**src/rtl/rbm_input_loader.sv**
```systemverilog
// Serial-to-parallel frame loader feeding the RBM: assembles input_dim words, holds data_valid until finish.
// Optional double buffering (shadow frame filled during COMPUTE) is enabled by defining RBM_LOADER_DBUF_EN.
module rbm_input_loader #(
  parameter int bitlength = 12,
  parameter int input_dim = 4,
  parameter int cnt_width = 16
) (
  input  logic                           clock,
  input  logic                           reset,
  input  logic [bitlength-1:0]           word_in,
  input  logic                           word_valid,
  output logic                           word_ready,
  input  logic                           finish,
  output logic                           data_valid,
  output logic [input_dim*bitlength-1:0] InputDataPort,
  output logic [cnt_width-1:0]           frame_count,
  output logic                           busy,
  output logic [1:0]                     fsm_state
);

  // Handshake: a word transfers on a rising clock edge where word_valid && word_ready;
  // word_valid may drop at any time and the word index simply holds.

  localparam int IW = (input_dim > 1) ? $clog2(input_dim) : 1;
  localparam logic [IW-1:0] LAST = IW'(input_dim - 1);

  typedef enum logic [1:0] {
    FILL    = 2'd0,
    COMPUTE = 2'd1,
    RELEASE = 2'd2
  } state_t;

  state_t        state, state_next;
  logic [IW-1:0] idx;
  logic          finish_d;
  logic          finish_edge;
  logic          take;
  logic          last_take;

  assign finish_edge = finish & ~finish_d;
  assign take        = word_valid & word_ready;
  assign last_take   = take && (idx == LAST);
  assign data_valid  = (state == COMPUTE);
  assign busy        = (state == COMPUTE) || (state == RELEASE);
  assign fsm_state   = state;

`ifdef RBM_LOADER_DBUF_EN
  logic [input_dim*bitlength-1:0] shadow, shadow_next;
  logic                           shadow_full;
  logic                           rearm;

  // Refusing words on the finish edge keeps a completing shadow from racing the frame swap.
  assign word_ready = (state == FILL) ||
                      ((state == COMPUTE) && !shadow_full && !finish_edge);

  always_comb begin
    shadow_next = shadow;
    if (take) shadow_next[idx*bitlength +: bitlength] = word_in;
  end
`else
  assign word_ready = (state == FILL);
`endif

  always_comb begin
    state_next = state;
    case (state)
      FILL:    if (last_take) state_next = COMPUTE;
      COMPUTE: if (finish_edge) state_next = RELEASE;
`ifdef RBM_LOADER_DBUF_EN
      RELEASE: state_next = rearm ? COMPUTE : FILL;
`else
      RELEASE: state_next = FILL;
`endif
      default: state_next = FILL;
    endcase
  end

  always_ff @(posedge clock or posedge reset) begin
    if (reset) begin
      state         <= FILL;
      idx           <= '0;
      finish_d      <= 1'b0;
      frame_count   <= '0;
      InputDataPort <= '0;
`ifdef RBM_LOADER_DBUF_EN
      shadow        <= '0;
      shadow_full   <= 1'b0;
      rearm         <= 1'b0;
`endif
    end else begin
      state    <= state_next;
      finish_d <= finish;
      if (take) idx <= (idx == LAST) ? '0 : idx + 1'b1;
      if ((state == COMPUTE) && finish_edge) frame_count <= frame_count + 1'b1;
`ifdef RBM_LOADER_DBUF_EN
      shadow <= shadow_next;
      if ((state == FILL) && last_take) InputDataPort <= shadow_next;
      if ((state == COMPUTE) && last_take) shadow_full <= 1'b1;
      if ((state == COMPUTE) && finish_edge && shadow_full) begin
        InputDataPort <= shadow;
        shadow_full   <= 1'b0;
        rearm         <= 1'b1;
      end
      if (state == RELEASE) rearm <= 1'b0;
`else
      if (take) InputDataPort[idx*bitlength +: bitlength] <= word_in;
`endif
    end
  end

endmodule
```
**config.mk**
```make
export PLATFORM = sky130hd
export DESIGN_NAME = rbm_input_loader
export DESIGN_NICKNAME = d
export VERILOG_FILES = /design/src/rtl/rbm_input_loader.sv
export SDC_FILE = /design/constraint.sdc
export NUM_CORES = 1
export LEC_CHECK = 0
export ABC_CLOCK_PERIOD_IN_PS = 2600
export BUFFER_PORTS_ARGS = -buffer_cell sky130_fd_sc_hd__clkbuf_2
export CAP_MARGIN = 20
export CORE_UTILIZATION = 52
export DETAILED_ROUTE_END_ITERATION = 8
export PLACE_DENSITY = 0.79
export SYNTH_ARGS = -nofsm -noshare
export SYNTH_HDL_FRONTEND = slang
export SYNTH_SLANG_ARGS = --single-unit
```
**constraint.sdc**
```tcl
create_clock -name clock -period 2.6 [get_ports clock]
set_input_delay 0 -clock clock [delete_from_list [all_inputs] [get_ports clock]]
set_output_delay 0 -clock clock [all_outputs]
set_load 0.02 [all_outputs]
```
; After elaboration in Yosys (flattened, before gate mapping)
; Cells that the tools add are included.
[word_totals]
reg_bits = 69
latchBits = 0
mem_bits_rw = 0
rom_bits = 0
memories = 0
[op_classes]
add_sub_neg = 3
n_mul = 1
div = 0
magnitude_cmp = 0
n_eq_ne = 5
shifts = 2
mux = 5
bitwise = 3
reduce_logical = 5
[ops]
columns = operator, n
row1 = bitwise mux 48 bit, 1
row2 = variable shift 12 x 34 -> 48 bit (first input constant), 1
row3 = indexed part select 12 x 34 -> 48 bit, 1
row4 = negator 6 -> 34 bit, 1
row5 = adder 16 x 1 -> 16 bit (second input constant), 1
row6 = 2-to-1 mux 2 bit, 3
row7 = == test 2 bit (second input constant), 2
row8 = multiplier 2 x 2 -> 4 bit (second input constant), 1
row9 = != test 2 x 1 -> 1 bit (second input constant), 2
row10 = one-hot mux 2 bit (2 select lines), 1
row11 = adder 2 x 1 -> 2 bit (second input constant), 1
row12 = AND 1 bit, 2
row13 = == test 2 x 1 -> 1 bit (second input constant), 1
row14 = logical AND 1 bit, 2
row15 = zero test 2 bit, 1
row16 = AND reduction 2 bit, 1
row17 = logical OR 1 bit, 1
row18 = inverter 1 bit, 1

; Logic depth before layout (Yosys ltp)
[logic_depth]
depth_word = 5
depth_mapped = 8
ltp_nobuf = 6

; Worst setup path before layout
; No wires, ideal clock.
[synth_timing]
path_type = register -> register
from = register state[1], in the netlist fsm_state[1]
to = register InputDataPort[2]
arrival_time_ns = 1.758
slack_ns = 0.721
stages_incl_launch_ff = 8
path_buffers = 2
path_cell_list = dfrtp_1 -> inv_1 -> ha_1 -> and2_1 -> buf_2 -> nand2_1 -> buf_2 -> a22o_1
[synth_via]
elab_chain_len = 2
[synth_lines]
columns = element, line_no
row1 = from (decl), 33  ; state_t state, state_next;
row2 = from (signal assigned), 91  ; state <= state_next;
row3 = zero test 2 bit, 61  ; assign word_ready = (state == FILL);
row4 = via word_ready, 12  ; output logic word_ready,
row5 = AND 1 bit, 41  ; assign take = word_valid & word_ready;
row6 = "to (signal, indexed assignment)", 106  ; if (take) InputDataPort[idx*bitlength +: bitlength] <= word_in;
row7 = to (decl), 15  ; output logic [input_dim*bitlength-1:0] InputDataPort,
; The timed path passes the listed nets, and every way through them passes these cells.
; A chain may end at the register's enable or synchronous reset.

; Worst setup path in the final report
[layout_timing]
from = register idx[0]
to = register InputDataPort[20]
[layout_via]
elab_chain_len = 4
elab_cells_between_ends = 5
classes_between = add/sub (1) / mul (1) / shift (2) / mux (1)
[layout_lines]
columns = element, line_no
row1 = from (decl), 34  ; logic [IW-1:0] idx;
row2 = from (signal assigned), 93  ; if (take) idx <= (idx == LAST) ? '0 : idx + 1'b1;
row3 = multiplier 2 x 2 -> 4 bit (*), 106
row4 = negator 6 -> 34 bit (*), 106
row5 = indexed part select 12 x 34 -> 48 bit / variable shift 12 x 34 -> 48 bit (equally long branches), 106
row6 = bitwise mux 48 bit (*), 106
; Every way passes the cells marked *; elsewhere a longest branch is shown, timed or not.

==> results.txt <==
- In the global route stage, overall resource usage came out at 27.1%.
- Yosys printed 0 warnings.
* Endpoint required time on the critical path: 2870 ps
* Worst min path class: in2reg
* Via count of the first global-routing pass: 2556
* Total length of routed wires: 8240 µm
- Of the synthesized area, sequential elements account for 53.6%.
* Drt wl/cell: 17.2 µm
* Hold violation total from the final report: 0
* Die outline height: 80.7 µm
- The floorplan step set the die width to 80.7 µm.
- Relative contribution of combinational cells to total power: 46.8%
- Worst Path Arrival: 2410 ps
- Share of flip-flops with an asynchronous set or reset after synthesis: 100%
* CP delay by family, top: simple AND/OR/NAND/NOR gates
- Capturing element type of the critical path: register
- Setup violations remaining at the end of the flow were counted as 0.
* Filler Cell Count: 459
- Crit-path cells: buf_4 -> ha_1 -> nand3_2 -> nor4b_4 -> inv_1 -> o21ai_0
- Clock tree synthesis found a total of 69 sinks.
* Commonest cells after routing, fill and taps aside: sky130_fd_sc_hd__clkbuf_2 (84), sky130_fd_sc_hd__dfrtp_1 (69), sky130_fd_sc_hd__nand2_1 (44)
- Clock skew on the completed layout was measured at 9.10 ps.
- Measured against its own limit, the worst slew margin works out to 59.0%.
- CTS Buf Count: 9
- In the post-synthesis netlist, the biggest area contributors are sky130_fd_sc_hd__dfrtp_1 (54%), sky130_fd_sc_hd__a22o_1 (8.4%), sky130_fd_sc_hd__nand2_1 (5.1%), sky130_fd_sc_hd__ha_1 (4.3%), sky130_fd_sc_hd__xnor2_1 (3.8%).
- Initial Utilization: 54.1%
* GR Overflow Total: 0
- TritonCTS built the clock tree.
- Setup repair after global routing missed its margin: false
* Number of synthesized flops with an enable pin: 0
* Top fanout value on the critical path: 31
- Aggregate negative setup slack: 0 ps
- Fraction of the core area covered by cells at the end of the flow: 68.4%
- Post-CTS Resized: 0
- Critical path buffer and inverter count: 2
- Drt initial violations: 218
- Summed over all nets, the half-perimeter wirelength after detailed placement is 5620 µm.
* Cells after synthesis: 301
* Average size of a mapped cell: 10.7 µm²
* Flip-flop cell with the highest count after synthesis: sky130_fd_sc_hd__dfrtp_1
- Once detail routing completed, the nets flagged for antenna violations numbered 0.
- For the finished layout, the period the worst path requires is 2130 ps.
* Port Buffer Count: 84
- Distinct cell type count of the synthesized netlist: 39
* Maximum vdd drop: 593 µV
* Placed Instance Area: 3710 µm²
- Vias per std cell: 5.79
* I/O Pins: 85
* Synth area leader: sky130_fd_sc_hd__dfrtp_1
- Layout cell share with drive strength beyond 1: 28.2%
* Clock-pin slew of the registers on the worst-case setup and hold paths: 80 ps
- Final cycle utilization of the critical path: 82.1%
- Relative to the synthesized area, the layout overhead comes to 26.3%.
- Largest stage delay on the critical path: 630 ps
- Crit path max-delay cell type: sky130_fd_sc_hd__nor4b_4
* Switching share of power: 43.3%
- At the pin with the least slew margin, the transition time is 615 ps.
* Root buffer cell: sky130_fd_sc_hd__clkbuf_8
- Pins over their slew limit: 0
* Leakage: 2.02 nW
- Core Footprint: 5960 µm²
- Part of the total power dissipated in sequential elements: 31.8%
- In this run the power density over the cells is 1210 nW/µm².
* Mapped Area: 3220 µm²
* Final-stage net count: 426
* Die Area: 6520 µm²
- Run status: completed
- Max Freq: 469 MHz
* Pin count of the biggest net entering global routing: 32
* Insertion delay to the later sink of the worst-skew pair: 350 ps
- Synthesis inferred 69 register bits.
- The internal portion of the total power is 2.80 mW.
* Setup crit start kind: register
- Global-route wire length before repair: 12900 µm
- CTS H-tree lvls: 3
- Via count: 2780
- DRC violation count after routing: 0
- The tool flagged a number of max-cap violations equal to 0.
- Leaving out fill and tap cells, the most frequent cell in the layout is sky130_fd_sc_hd__clkbuf_2.
* Path type of the worst setup path: reg2reg
* Number of antenna violations at the first check in global routing: 0
- Row Count: 28
- The synthesized design devotes to its leading area cell type 53.6% of total area.
- The congestion estimate from routability-driven global placement came to 0.905.
- Number of nets in the synthesized netlist: 328
* Net switching power: 2.14 mW
* Buffer levels on the longest clock path: 2
* Area of all placed cells without fillers: 4070 µm²
* 1st-pass router iterations: 5
- Clock network fraction of design power: 21.4%
-- Yosys cell counts, types with 4 or more instances --
cell and instances:
sky130_fd_sc_hd__dfrtp_1 69, sky130_fd_sc_hd__nand4_1 6, sky130_fd_sc_hd__nor2_1 13, sky130_fd_sc_hd__mux2i_1 7, sky130_fd_sc_hd__o21ai_0 23, sky130_fd_sc_hd__nand2_1 44, sky130_fd_sc_hd__buf_2 11, sky130_fd_sc_hd__inv_1 8
sky130_fd_sc_hd__a22oi_1 4, sky130_fd_sc_hd__nand2b_1 4, sky130_fd_sc_hd__nand3_1 11, sky130_fd_sc_hd__a22o_1 31, sky130_fd_sc_hd__ha_1 11, sky130_fd_sc_hd__a21oi_1 12, sky130_fd_sc_hd__xnor2_1 14
-- final timing paths --
path | start | to | slack [ps] | cells after the start
max in group asynchronous | reset | InputDataPort[10] | 1690 | 4
min reg2reg | frame_count[15] | frame_count[15] | 470 | 1
max reg2reg | idx[0] | InputDataPort[20] | 470 | 6
max | idx[0] | InputDataPort[20] | 470 | 6
min in group asynchronous | reset | frame_count[14] | 170 | 3
min | word_in[11] | InputDataPort[23] | 20 | 3
-- registers in the layout, indices dropped and copies added, names as in the netlist --
| signal | cells |
|---|---|
| fsm_state | 2 |
| idx | 2 |
| InputDataPort | 48 |
| frame_count | 16 |
| finish_d | 1 |
-- power by group through the flow --
stage                     combinational, mW  sequential (mW)  clock, mW
after floorplan                        1.31             1.90          0
after global placement                 2.22             1.57          0
after detailed placement               2.26             1.58          0
after CTS                              2.29             1.56       1.06
after global routing                   2.52             1.60       1.11
final                                  2.31             1.57       1.06
-- worst register-to-register path, stage by stage (launching register included) --
cell and delay [ps]:
sky130_fd_sc_hd__dfrtp_1 350, sky130_fd_sc_hd__buf_4 290, sky130_fd_sc_hd__ha_1 220, sky130_fd_sc_hd__nand3_2 310, sky130_fd_sc_hd__nor4b_4 630, sky130_fd_sc_hd__inv_1 90
sky130_fd_sc_hd__o21ai_0 170
-- logic make-up (layout without fill, tap and decap cells) --
family | count (synthesis) | after routing | share of synthesized area (%)
simple gates | 98 | 98 | 15.8
flops | 69 | 69 | 53.6
buf+inv | 22 | 125 | 2.99
other cells | 0 | 1 | 0
mux | 8 | 8 | 2.52
xor+xnor | 15 | 15 | 4.07
fa+ha+maj | 11 | 11 | 4.27
compound gates | 78 | 78 | 16.8
-- metrics by stage --
| stage | power (mW) | hold slack [ps] | setup slack, ps | instances |
|---|---|---|---|---|
| 6_report | 4.94 | 15.8 | 466 | 480 |
| 5_1_grt | 5.23 | 1.44 | 287 | 479 |
| 2_1_floorplan | 3.21 | 31.4 | 721 | 301 |
| 3_3_place_gp | 3.79 | 11.7 | 575 | 451 |
| 3_5_place_dp | 3.84 | 11.6 | 558 | 451 |
| 4_1_cts | 4.91 | 0.417 | 506 | 479 |
-- repair_timing --
item	4_1_cts	5_1_grt
buffers inserted	0	0
hold buffers	12	0
endpoints found under the setup margin	0	0
endpoints found under the hold margin	31	0
-- layout make-up --
class / count / area, µm² / share of cell area (%)
Inverter: 8 / 30.0 / 0.738
Antenna cell: 1 / 2.50 / 0.0615
Tap cell: 75 / 93.8 / 2.30
Timing Repair Buffer: 101 / 578 / 14.2
Clock buffer: 10 / 128 / 3.13
Clock inverter: 6 / 111 / 2.74
Multi-Input combinational cell: 210 / 1400 / 34.4
Sequential cell: 69 / 1730 / 42.4
-- per-layer routing --
metal	global-route usage, %	up-vias	part of all wire [%]
met3	7.75	30	7.3
met4	13.8	0	3.3
met5	0	-	0
met2	38.3	131	46
met1	38.0	1340	44
li1	-	1279	-
No activity file was read; power rests on OpenSTA's default activity.
